[src/rtl/corereset_pf_if.sv]
// Reset-request and fabric-reset signal bundle for corereset_pf.
// master = clock/init subsystem side, slave = the reset generator.
interface corereset_pf_if;
    logic EXT_RST_N;
    logic PLL_LOCK;
    logic SS_BUSY;
    logic INIT_DONE;
    logic FF_US_RESTORE;
    logic FABRIC_RESET_N;

    modport master (
        output EXT_RST_N,
        output PLL_LOCK,
        output SS_BUSY,
        output INIT_DONE,
        output FF_US_RESTORE,
        input  FABRIC_RESET_N
    );

    modport slave (
        input  EXT_RST_N,
        input  PLL_LOCK,
        input  SS_BUSY,
        input  INIT_DONE,
        input  FF_US_RESTORE,
        output FABRIC_RESET_N
    );
endinterface

[src/rtl/corereset_pf.sv]
// Fabric reset generator: async assert, CLK-synchronous release after
// SYNC_STAGES + DELAY_CYCLES clean edges.
module corereset_pf #(
    parameter int SYNC_STAGES  = 3,
    parameter int DELAY_CYCLES = 0
) (
    input logic           CLK,
    corereset_pf_if.slave rst_if
);
    localparam int SW = SYNC_STAGES - 1;
    localparam int CW = (DELAY_CYCLES > 0) ? $clog2(DELAY_CYCLES + 1) : 1;
    localparam logic [CW-1:0] CNT_MAX = CW'(DELAY_CYCLES);

    logic rst_a;
    logic hold;

    assign rst_a = ~rst_if.EXT_RST_N | ~rst_if.PLL_LOCK | ~rst_if.INIT_DONE;
    assign hold  = rst_if.SS_BUSY | rst_if.FF_US_RESTORE;

    logic [SW-1:0] sync_q, sync_d;
    logic [CW-1:0] cnt_q, cnt_d;
    logic          rel_q, rel_d;
    logic          sync_done;
    logic          cnt_done;

    assign sync_done = sync_q[SW-1];
    assign cnt_done  = (cnt_q == CNT_MAX);

    // The release flop itself is the final synchronizer stage, so the
    // chain holds SYNC_STAGES-1 flops and the latency stays exact.
    always_comb begin
        sync_d = sync_q;
        cnt_d  = cnt_q;
        rel_d  = rel_q;
        if (hold) begin
            sync_d = '0;
            cnt_d  = '0;
        end else begin
            sync_d = (sync_q << 1) | SW'(1);
            if (sync_done && !cnt_done)
                cnt_d = cnt_q + CW'(1);
            if (sync_done && cnt_done)
                rel_d = 1'b1;
        end
    end

    always_ff @(posedge CLK or posedge rst_a) begin
        if (rst_a) begin
            sync_q <= '0;
            cnt_q  <= '0;
            rel_q  <= 1'b0;
        end else begin
            sync_q <= sync_d;
            cnt_q  <= cnt_d;
            rel_q  <= rel_d;
        end
    end

    assign rst_if.FABRIC_RESET_N = rel_q;
endmodule

[src/flat_wrapper.sv]
// flat-port wrapper written by rule: the top's interface ports become plain ports
module corereset_pf_flat 
#(
    parameter int SYNC_STAGES  = 3,
    parameter int DELAY_CYCLES = 0
)
  (CLK, rst_if_EXT_RST_N, rst_if_PLL_LOCK, rst_if_SS_BUSY, rst_if_INIT_DONE, rst_if_FF_US_RESTORE, rst_if_FABRIC_RESET_N);
  corereset_pf_if rst_if_i ();
  input logic CLK;
  input wire logic [$bits(rst_if_i.EXT_RST_N)-1:0] rst_if_EXT_RST_N;
  input wire logic [$bits(rst_if_i.PLL_LOCK)-1:0] rst_if_PLL_LOCK;
  input wire logic [$bits(rst_if_i.SS_BUSY)-1:0] rst_if_SS_BUSY;
  input wire logic [$bits(rst_if_i.INIT_DONE)-1:0] rst_if_INIT_DONE;
  input wire logic [$bits(rst_if_i.FF_US_RESTORE)-1:0] rst_if_FF_US_RESTORE;
  output wire logic [$bits(rst_if_i.FABRIC_RESET_N)-1:0] rst_if_FABRIC_RESET_N;
  assign rst_if_i.EXT_RST_N = rst_if_EXT_RST_N;
  assign rst_if_i.PLL_LOCK = rst_if_PLL_LOCK;
  assign rst_if_i.SS_BUSY = rst_if_SS_BUSY;
  assign rst_if_i.INIT_DONE = rst_if_INIT_DONE;
  assign rst_if_i.FF_US_RESTORE = rst_if_FF_US_RESTORE;
  assign rst_if_FABRIC_RESET_N = rst_if_i.FABRIC_RESET_N;
  corereset_pf #(.SYNC_STAGES(SYNC_STAGES), .DELAY_CYCLES(DELAY_CYCLES)) u_core (.CLK(CLK), .rst_if(rst_if_i));
endmodule
[config.mk]
export PLATFORM = sky130hd
export DESIGN_NAME = corereset_pf_flat
export DESIGN_NICKNAME = d
export VERILOG_FILES = /design/src/rtl/corereset_pf_if.sv /design/src/rtl/corereset_pf.sv /design/src/flat_wrapper.sv
export SDC_FILE = /design/constraint.sdc
export NUM_CORES = 1
export LEC_CHECK = 0
export CAP_MARGIN = 20
export CORE_AREA = 4 4 41 43
export DETAILED_ROUTE_END_ITERATION = 8
export DIE_AREA = 0 0 45 47
export HOLD_SLACK_MARGIN = 0.08
export SLEW_MARGIN = 20
export SYNTH_ARGS = -nofsm -noshare
export SYNTH_HDL_FRONTEND = slang
export SYNTH_SLANG_ARGS = --single-unit
[constraint.sdc]
create_clock -name CLK -period 2.1 [get_ports CLK]
set_input_delay 0.63 -clock CLK [delete_from_list [all_inputs] [get_ports CLK]]
set_output_delay 0.63 -clock CLK [all_outputs]
set_load 0.02 [all_outputs]
==> flow_metrics.env, run 1 <==
export IMPL_powerDensity_mw_per_mm2=866.0
export IMPL_die_area_mm2=0.002115
export IMPL_portBuffers=6
export IMPL_wl_met2_um=179
export IMPL_grt_pass1_wl_um=621
export IMPL_hold_viol_final=0
export IMPL_cp_max_fo=2
export IMPL_antenna_found_initial=0
export IMPL_track_usage_pct=4.913
export IMPL_drive_gt1_share_pct=26.32
export IMPL_htree_levels=1
export IMPL_ant_nets=0
export IMPL_clock_skew_ps=1.660
export IMPL_max_freq_mhz=556.3
export IMPL_num_antenna_cells=0
export IMPL_setup_viol=0
export IMPL_post_cts_resized=0
export IMPL_p_int_uw=166.0
export IMPL_pwr_share_seq_pct=40.4
export IMPL_chipWidth_um=45
export IMPL_drc_errors=0
export IMPL_grt_overflow_total=0
export IMPL_syn_area_um2=143.9
export IMPL_yosysSeqAreaShare_pct=69.57
export IMPL_status="finished, final reports clean"
export IMPL_cts_buffers=3
export IMPL_drt_wl_total_um=344
export IMPL_worst_hold_slack_ps=452.1
export IMPL_cap_violations=0
export IMPL_fp_coreArea_mm2=0.001301
export IMPL_ys_warn_count=0
export IMPL_ys_ff_latch=4
export IMPL_syn_inst=10
export IMPL_hold_class="register to register"
export IMPL_period_minus_slack_ps=1798
export IMPL_synth_top_family_by_area="simple AND/OR/NAND/NOR gates"
export IMPL_drt_iter0_markers=1
export IMPL_worstPathArrival_ps=1170
export IMPL_rows=13
export IMPL_finalCoreUtilization_pct=18.85
export IMPL_clockBufferDepth=2
export IMPL_worstMarginPinSlew_ps=236.9
export IMPL_p_comb_share_pct=14.6
export IMPL_grt_setup_unrepaired="false"
export IMPL_p_leak_nw=0.1040
export IMPL_criticalPathCategory="register to primary output"
export IMPL_highest_layer="met3"
export IMPL_ys_types=7
export IMPL_ctsHoldBuffers=0
export IMPL_routed_via_density=3.353
export IMPL_avgSynthCellArea_um2=14.39
export IMPL_peakVddDrop_v=0.0002497
export IMPL_power_uw=212.4
export IMPL_cts_clk_slew_worst_paths_ps=40
export IMPL_worst_ep_required_time_ps=1470
export IMPL_synth_compound_area_share_pct=6.087
export IMPL_setup_tns_ps=0
export IMPL_setup_ws_ps=302.4
export IMPL_switching_share_pct=21.84
export IMPL_finalCritPeriodShare_pct=85.60
export IMPL_start_util_pct=11.06
export IMPL_crit_path_max_incr_delay_ps=600
export IMPL_grt_max_degree=5
export IMPL_postCtsSetupRepairBufs=0
export IMPL_yosys_area_share_simple_pct=21.74
export IMPL_clock_latency_ps=230
export IMPL_die_h_um=47
export IMPL_reg2reg_slack_ps=1330
export IMPL_synth_area_mux_share_pct=0
export IMPL_pre_cts_ws_ps=538.0
export IMPL_drv_slew=0
export IMPL_nets=27
export IMPL_critPathBufInv=1
export IMPL_wl_met3_um=49
export IMPL_clockRootBuffer="clkbuf_4"
export IMPL_syn_nets=16
export IMPL_first_global_vias=148
export IMPL_wirelength_met1_um=115
export IMPL_clock_sinks=4
export IMPL_area_delta_synth_final_pct=70.43
export IMPL_power_switching_uw=46.38
export IMPL_path_delay_family="buffers and inverters"
export IMPL_clock_power_share_pct=45.0
export IMPL_post_drt_wl_per_cell_um=10.12
export IMPL_cts_tree="built"
export IMPL_drt_pass1_iterations=2
export IMPL_io_pins=7
export IMPL_routabilityCongestion=0.5668
export IMPL_crit_chain="clkdlybuf4s50_1"
export IMPL_synthXorXnorAreaFrac_pct=0
export IMPL_slew_headroom_pct=84.08
export IMPL_end_kind="primary output"
export IMPL_vias=114
export IMPL_crit_slowest_cell="clkdlybuf4s50_1"
export IMPL_startpoint_type="register"
export IMPL_yosys_area_share_adder_pct=0
[logic make-up after synthesis]
logic type	Yosys count
buffers and inverters	1
AO/OA/AOI/OAI	1
flip-flops	4
AND/OR/NAND/NOR	4
[sequential cells by signal, summed over array words and instances, names as in the netlist]
signal / count
u_core.rst_if.FABRIC_RESET_N: 1
u_core.sync_q: 2
u_core.cnt_q: 1
[placed cells by master (no fill, tap or decap)]
cell type / synthesis / layout
nor4_2: 1 / 1
nor2_2: 1 / 1
and2_1: 1 / 1
dfrtp_1: 4 / 4
and3_1: 1 / 1
inv_1: 1 / 1
clkdlybuf4s50_1: 0 / 6
a31o_1: 1 / 1
clkbuf_4: 0 / 3
[path summary, 6_finish.rpt]
| check | from | endpoint | cells after the start |
|---|---|---|---|
| setup / recovery | u_core.rst_if.FABRIC_RESET_N | rst_if_FABRIC_RESET_N | 1 |
| hold / removal | u_core.sync_q[1] | u_core.cnt_q | 1 |
| setup reg to reg | u_core.cnt_q | u_core.cnt_q | 2 |
| hold reg to reg | u_core.sync_q[1] | u_core.cnt_q | 1 |
| max in group asynchronous | rst_if_INIT_DONE | u_core.sync_q[1] | 2 |
| min in group asynchronous | rst_if_PLL_LOCK | u_core.sync_q[0] | 2 |
[through the flow]
step                      instance area (µm²)  cells
after floorplan                         143.9     10
after CTS                               245.2     34
after detailed placement                222.7     31
after global placement                  222.7     31
final                                   245.2     34
after global routing                    245.2     34
[power by group through the flow]
stage | logic [mW] | registers [mW] | clock network (mW)
after floorplan | 0.00575 | 0.0921 | 0
after detailed placement | 0.0315 | 0.0869 | 0
after global placement | 0.0307 | 0.0867 | 0
after global routing | 0.0341 | 0.0868 | 0.103
after CTS | 0.0315 | 0.0859 | 0.103
final | 0.0309 | 0.0858 | 0.0956
[per-layer routing]
metal | track usage, % | vias to the layer above
li1 | - | 54
met1 | 3.440 | 54
met2 | 7.345 | 6
met3 | 4.598 | 0
met4 | 5.263 | 0
met5 | 0 | -
[synthesized netlist by cell type (all sizes together)]
cell	instances	area share [%]
nor4	1	8.7
nor2	1	4.4
inv	1	2.6
a31o	1	6.1
dfrtp	4	70
and2	1	4.4
and3	1	4.4
[final cells by class]
type / instances / area, µm²
multi-input combinational: 5 / 40.04
clock buffer: 3 / 22.52
sequential: 4 / 100.1
fill: 150 / 1056
tap: 15 / 18.77
inverter: 1 / 3.754
timing repair buffer: 6 / 60.06
Note: power is estimated with default switching activity, not from simulation.
==> run 2, diff against run 1 <==
--- a/config.mk
+++ b/config.mk
@@ -7,6 +7,7 @@
 export LEC_CHECK = 0
 export CAP_MARGIN = 20
 export CORE_AREA = 4 4 41 43
+export CTS_CLUSTER_DIAMETER = 50
 export DETAILED_ROUTE_END_ITERATION = 8
 export DIE_AREA = 0 0 45 47
 export HOLD_SLACK_MARGIN = 0.08
==> results of run 2 <==
No change in the layout: final DEF, timing and power equal those of run 1.
